**src/rtl/smpl_sweep_ctrl.sv**
```systemverilog
// Sweep sequencer for the 3-in/2-out smpl_circuit: walks all eight {A,B,C}
// vectors, samples x/y after a settle time and grades them against golden tables.
//
//  state    | meaning
//  ---------+-----------------------------------------------------------
//  S_IDLE   | waiting for start, results of last sweep held
//  S_DRIVE  | vector idx applied, counting settle cycles
//  S_SAMPLE | capture x/y for idx and grade against golden tables
//  S_DONE   | single cycle: publish done/pass, then back to idle

module smpl_sweep_ctrl #(
    parameter int unsigned HOLD_CYCLES = 4,
    parameter logic [7:0]  EXP_X       = 8'hD5,
    parameter logic [7:0]  EXP_Y       = 8'h55
) (
    input  logic       clk,
    input  logic       rst,
    input  logic       start,
    input  logic       abort,
    input  logic       x_in,
    input  logic       y_in,
    output logic       a_out,
    output logic       b_out,
    output logic       c_out,
    output logic       busy,
    output logic       done,
    output logic       pass,
    output logic [3:0] err_cnt,
    output logic [2:0] fail_idx,
    output logic [7:0] cap_x,
    output logic [7:0] cap_y
);

    typedef enum logic [1:0] {
        S_IDLE,
        S_DRIVE,
        S_SAMPLE,
        S_DONE
    } state_t;

    localparam logic [3:0] HOLD_LAST = 4'(HOLD_CYCLES - 1);

    state_t     state_q, state_d;
    logic [2:0] idx_q, idx_d;
    logic [3:0] cnt_q, cnt_d;
    logic [2:0] abc_q, abc_d;
    logic       busy_q, busy_d;
    logic       done_q, done_d;
    logic       pass_q, pass_d;
    logic [3:0] err_cnt_q, err_cnt_d;
    logic [2:0] fail_idx_q, fail_idx_d;
    logic [7:0] cap_x_q, cap_x_d;
    logic [7:0] cap_y_q, cap_y_d;
    logic       mismatch;

    assign mismatch = (x_in != EXP_X[idx_q]) || (y_in != EXP_Y[idx_q]);

    // Pin outputs are registered from the current state, so they trail the
    // state register by one cycle; an abort clears them on the same edge.
    always_comb begin
        state_d    = state_q;
        idx_d      = idx_q;
        cnt_d      = cnt_q;
        busy_d     = (state_q == S_DRIVE) || (state_q == S_SAMPLE);
        abc_d      = busy_d ? idx_q : 3'd0;
        done_d     = 1'b0;
        pass_d     = pass_q;
        err_cnt_d  = err_cnt_q;
        fail_idx_d = fail_idx_q;
        cap_x_d    = cap_x_q;
        cap_y_d    = cap_y_q;

        case (state_q)
            S_IDLE: begin
                if (start) begin
                    err_cnt_d  = 4'd0;
                    fail_idx_d = 3'd0;
                    cap_x_d    = 8'd0;
                    cap_y_d    = 8'd0;
                    pass_d     = 1'b0;
                    idx_d      = 3'd0;
                    cnt_d      = 4'd0;
                    state_d    = S_DRIVE;
                end
            end
            S_DRIVE: begin
                if (abort) begin
                    state_d = S_IDLE;
                    busy_d  = 1'b0;
                    abc_d   = 3'd0;
                    pass_d  = 1'b0;
                end else begin
                    cnt_d = cnt_q + 4'd1;
                    if (cnt_q == HOLD_LAST) begin
                        state_d = S_SAMPLE;
                    end
                end
            end
            S_SAMPLE: begin
                if (abort) begin
                    state_d = S_IDLE;
                    busy_d  = 1'b0;
                    abc_d   = 3'd0;
                    pass_d  = 1'b0;
                end else begin
                    cap_x_d[idx_q] = x_in;
                    cap_y_d[idx_q] = y_in;
                    if (mismatch) begin
                        err_cnt_d = err_cnt_q + 4'd1;
                        if (err_cnt_q == 4'd0) begin
                            fail_idx_d = idx_q;
                        end
                    end
                    if (idx_q == 3'd7) begin
                        state_d = S_DONE;
                    end else begin
                        idx_d   = idx_q + 3'd1;
                        cnt_d   = 4'd0;
                        state_d = S_DRIVE;
                    end
                end
            end
            S_DONE: begin
                done_d  = 1'b1;
                pass_d  = (err_cnt_q == 4'd0);
                state_d = S_IDLE;
            end
            default: begin
                state_d = S_IDLE;
            end
        endcase
    end

    always_ff @(posedge clk or posedge rst) begin
        if (rst) begin
            state_q    <= S_IDLE;
            idx_q      <= 3'd0;
            cnt_q      <= 4'd0;
            abc_q      <= 3'd0;
            busy_q     <= 1'b0;
            done_q     <= 1'b0;
            pass_q     <= 1'b0;
            err_cnt_q  <= 4'd0;
            fail_idx_q <= 3'd0;
            cap_x_q    <= 8'd0;
            cap_y_q    <= 8'd0;
        end else begin
            state_q    <= state_d;
            idx_q      <= idx_d;
            cnt_q      <= cnt_d;
            abc_q      <= abc_d;
            busy_q     <= busy_d;
            done_q     <= done_d;
            pass_q     <= pass_d;
            err_cnt_q  <= err_cnt_d;
            fail_idx_q <= fail_idx_d;
            cap_x_q    <= cap_x_d;
            cap_y_q    <= cap_y_d;
        end
    end

    assign a_out    = abc_q[2];
    assign b_out    = abc_q[1];
    assign c_out    = abc_q[0];
    assign busy     = busy_q;
    assign done     = done_q;
    assign pass     = pass_q;
    assign err_cnt  = err_cnt_q;
    assign fail_idx = fail_idx_q;
    assign cap_x    = cap_x_q;
    assign cap_y    = cap_y_q;

endmodule
```
**config.mk**
```make
export PLATFORM = sky130hd
export DESIGN_NAME = smpl_sweep_ctrl
export DESIGN_NICKNAME = d
export VERILOG_FILES = /design/src/rtl/smpl_sweep_ctrl.sv
export SDC_FILE = /design/constraint.sdc
export NUM_CORES = 1
export LEC_CHECK = 0
export ABC_CLOCK_PERIOD_IN_PS = 2300
export BUFFER_PORTS_ARGS = -buffer_cell sky130_fd_sc_hd__clkbuf_2
export CORE_MARGIN = 3
export CORE_UTILIZATION = 38
export DETAILED_ROUTE_END_ITERATION = 10
export GPL_TIMING_DRIVEN = 0
export PLACE_DENSITY = 0.66
export SLEW_MARGIN = 20
export SYNTH_ARGS = -nofsm -noshare
export SYNTH_HDL_FRONTEND = slang
export SYNTH_SLANG_ARGS = --single-unit
```
**constraint.sdc**
```tcl
create_clock -name clk -period 2.3 [get_ports clk]
set_clock_uncertainty 0.05 [all_clocks]
set_input_delay 0.23 -clock clk [delete_from_list [all_inputs] [get_ports clk]]
set_output_delay 0.23 -clock clk [all_outputs]
set_load 0.05 [all_outputs]
```
Yosys cells after proc, flatten, opt, wreduce, memory -nomap -nowiden
Memory sizes are Yosys's and may differ from the RTL's. Index checks and enable logic that the tools add are counted.

Register bits after elaboration: 38. Latch bits: 0. RAM bits: 0. ROM bits: 16. Input port bits: 6. Output and inout bits: 29. Logic and storage cells: 90. Memories: 2.

Memories: (name not given) (words 8, bits a word 1, read ports 1, clocked after Yosys merged registers in 0, write ports 0, line 56) `assign mismatch = (x_in != EXP_X[idx_q]) || (y_in != EXP_Y[idx_q]);`; (name not given) (words 8, bits a word 1, read ports 1, clocked after Yosys merged registers in 0, write ports 0, line 56).

Add/subtract/negate cells: 3. $mul: 0. Div/mod/pow operators: 0. Magnitude comparators: 2. Eq/ne operators: 15. Shifts and indexed selects: 0. Mux-type cells: 42. Bitwise gates (word level): 0. Reductions and logical operators: 15.

Operators by type and width (number): $pmux 8 s2 (2); $mux 3 (9); $mux 4 (6); $mux 8 (3); $bwmux 8 (2); $pmux 3 s2 (2); $pmux 4 s3 (1); $mux 2 (5); $ne 2x2->1 const B (5); $reduce_and 5->1 (2); $add 4x1->4 const B (2); $mux 1 (8); $pmux 2 s4 (1); $pmux 4 s2 (1); $reduce_and 4->1 (2); $eq 2x2->1 const B (2); $eq 4x2->1 const B (1); $logic_not 4->1 (1); $lt 3x4->1 const B (1); $ne 2x1->1 const B (2); $reduce_and 2->1 (2); $add 3x1->3 const B (1); $demux 1 s3 (1); $eq 3x3->1 const B (1); 12 further kinds (14).

Depth between registers and ports, before layout
Depth after elaboration: 7. Mapped depth: 9. Mapped depth without buffers: 6.

Worst setup path after synthesis
OpenSTA, ideal clock, no wires.

Path kind: flip-flop to flip-flop. Start point: reg state_q[0]. End point: reg fail_idx_q[1], in the netlist fail_idx[1]. Library setup time: 121 ps. Arrival: 1789 ps. Data required time: 2129 ps. Slack: 340 ps. Stages on the path, launching flop included: 8. Path buffers: 1. Period minus slack after synthesis: 1960 ps. Cells stage by stage: dfrtp_1 > inv_1 > ha_1 > nor2b_4 > a211o_1 > buf_6 > a311o_1 > a22o_1.

Word-level cells in the longest chain between the ends: 3. Elaborated cells between the ends (all ways): 9. Those cells by class: eq/ne (5); mux (1); reduce/logical (3).

Ends and longest elaborated chain: start: declaration (line 43) `state_t state_q, state_d;`; start signal: assignment (line 148) `state_q <= state_d;`; $eq 2x2->1 or $logic_not 2->1 (tied branches) (line 73) `case (state_q)`; $ne 2x1->1 (no source line) (tied with other cells); $reduce_and 5->1 (no source line); end signal: assignment (line 156) `fail_idx_q <= fail_idx_d;`; end: declaration (line 51) `logic [2:0] fail_idx_q, fail_idx_d;`.

Several ways; a longest one is shown, not always the timed one. A chain may end at the register's enable or synchronous reset.

Final worst setup path
Start point: reg state_q[0]. End point: reg fail_idx_q[0], in the netlist fail_idx[0].

The elaborated chain is that of the path after synthesis.

==> impl_metrics.toml <==
[finish]
nFillCells = 496
diodes = 0
final_util = 0.478
area_delta_synth_final_pct = 19.9
num-nets-final = 249
layout-drive-gt1-share = 0.218

[route]
drc = 0
vias = 1543
drtIter0Drc = 112
drt_first_pass_iters = 4
wl_per_cell_um = 13.1
vias_per_cell = 5.13
wl_mm = 3.94
ant_nets = 0

[placement]
place_ws_ns = 0.180
io_buffers = 34
place_congestion = 0.793
dp_hpwl_mm = 2.94

[pwr]
sw_frac_of_total = 0.417
power_density_mw_per_mm2 = 972
internal_power_uw = 1310
pwr-share-seq = 0.367
power_frac_comb = 0.424
ir_drop_mv = 0.400
clkPwrFrac = 0.209
power_leakage_uw = 0.00107
switching_power_uw = 935

[setup_path]
critPathBufInv = 2
cp-end-kind = "register"
criticalPathCategory = "reg -> reg"
startpoint_type = "register"
cp_slowest_cell = "dfrtp_1"
reg2reg_slack_ns = 0.17
reg2reg_from = "state_q[0]"
cpPeakStageDelay_ns = 0.40
crit_required_ns = 2.43
worstPathArrival_ns = 2.26
worstPathMaxFanout = 10
r2r_cells = 7
cp_top_family = "compound AO/OA/AOI/OAI gates"
path_cells = "inv_1 -> ha_1 -> nor2b_4 -> a211o_1 -> buf_6 -> a311o_1 -> a22o_1"
r2r_end = "fail_idx[0]"

[min_path]
min_from = "abort"
hold_depth = 2
hold_class = "in -> reg"
min_to = "busy"

[timing]
clock.fmax_mhz = 471
post-route-period-util = 0.924
finalCriticalPeriod_ns = 2.13
tightest_slew_ns = 0.623
setup_slack_ns = 0.175
rsz0062_at_grt = "no"
slew_headroom = 0.582
final_max_slew_viol_count = 0
setup_viol = 0
hold_viol = 0
tns_ns = 0

[grt]
first_global_vias = 1486
antenna_found_initial = 0
grtUsageTotal = 0.147
gr-total-overflow = 0
grt_max_degree = 21
grt_pass1_wl_mm = 6.99

[clocking]
cts_tree = "yes"
cts_buffer_depth = 2
clock_latency_ns = 0.29
clkSinkCount = 38
clk_pin_slew_worst_paths_ns = 0.07
cts_buffers = 5
cts-root-buf = "clkbuf_8"
htree_levels = 2

[synth]
syn_nets = 206
synth_commonest_cells = "dfrtp_1 (38), inv_1 (25), nand2_1 (16)"
synthDistinctLibCells = 40
ys_warn_count = 0
synth.most_common_cell = "dfrtp_1"
synth-seq-cells = 38
synth_top_area_share = 0.495
ys.flop_type = "dfrtp_1"
avgSynthCellArea_um2 = 10.1
synth_edf_count = 0
synth.area.top_cells = "dfrtp_1 (49%), ha_1 (6.5%), inv_1 (4.9%), o22ai_1 (4.9%), nand2_1 (3.1%)"
ys_seq_area_frac = 0.495
synthArstFlopShare = 1.00
synth_top_area_cell = "dfrtp_1"
postSynthCellCount = 190
syn_area_mm2 = 0.00192

[die]
fp.dieH_um = 77.1
coreArea_mm2 = 0.00482
io_pins = 35
initial_core_util = 0.399
num_rows = 25
die_area_mm2 = 0.00595
fp.dieW_um = 77.1

[run]
cap_violations = 0

[run_status]
status = "completed"
[registers in the layout, summed over array words and instances, names as in the netlist]
signal and count:
fail_idx 3, err_cnt 4, done 1, pass 1, idx_q 3, state_q 2, busy 1, cap_y 8
cap_x 8, cnt_q 4, abc_q 3
[cells in the final DEF, fill, tap and decap left out, types with 2 or more instances in the layout]
master,n
dfrtp_1,38
clkbuf_8,6
o22ai_1,15
ha_1,10
buf_2,3
or4b_1,2
nand2_1,16
nor2b_1,5
nor2_1,3
nand3_1,11
o21ai_0,5
mux2i_1,2
o21ai_1,2
clkbuf_2,34
o211ai_1,2
nand2b_1,3
and2_1,3
o2bb2ai_1,3
clkbuf_1,2
a22o_1,3
a21oi_1,10
inv_1,24
a2111o_1,3
or3_1,3
nor3b_1,2
nand4_1,4
[power by group through the flow]
stage	clock (uW)	sequential (uW)	combinational (uW)
2_1_floorplan	0	966	599
3_3_place_gp	0	829	936
3_5_place_dp	0	833	956
4_1_cts	477	822	957
5_1_grt	512	833	1070
6_report	469	822	950
[area by class of cell]
class                      instances  area (um2)  share of cell area
buffer                             7        41.3              0.0179
multi-input combinational        120         836               0.363
tap                               67        83.8              0.0364
clock buffer                       7        86.3              0.0375
clock inverter                     1        5.00             0.00217
sequential                        38         951               0.413
inverter                          25        93.8              0.0407
timing repair buffer              36         208              0.0901
[worst max path at each step]
stage	start	endpoint	cells after the start
6_report	state_q[0]	fail_idx[0]	7
5_1_grt	state_q[0]	cap_x[1]	7
4_1_cts	state_q[0]	fail_idx[0]	7
3_5_place_dp	state_q[0]	fail_idx[0]	7
3_3_place_gp	state_q[0]	fail_idx[0]	7
2_1_floorplan	state_q[0]	fail_idx[1]	7
[cells by family after synthesis]
kind of cell | after synthesis | synth area share
AO/OA/AOI/OAI | 53 | 0.202
XOR/XNOR | 1 | 0.00456
adder cells (fa/ha/maj) | 10 | 0.0651
buffers and inverters | 32 | 0.0703
flip-flops | 38 | 0.495
multiplexers | 2 | 0.0104
AND/OR/NAND/NOR | 54 | 0.152
[metal layers]
layer  track usage  wire [um]  vias to the layer above
met5             0          0                        -
met4        0.0587         68                        0
met3        0.0340        217                        6
met2         0.238       1840                       45
met1         0.190       1810                      729
li1              -          -                      763
[through the flow]
stage	hold WS, ns	cells	power [uW]	cell area, um2
floorplan	0.287	190	1570	1920
global placement	0.441	291	1770	2180
detailed placement	0.194	292	1790	2200
CTS	0.212	301	2260	2300
global route	0.234	301	2410	2300
finish	0.225	301	2240	2300
[timing repair]
action | CTS | global route
gates resized for setup | 0 | 0
hold buffers | 1 | 0
endpoints found under the hold margin | 19 | 0
buffers inserted | 0 | 0
No activity file was read; power rests on OpenSTA's default activity.
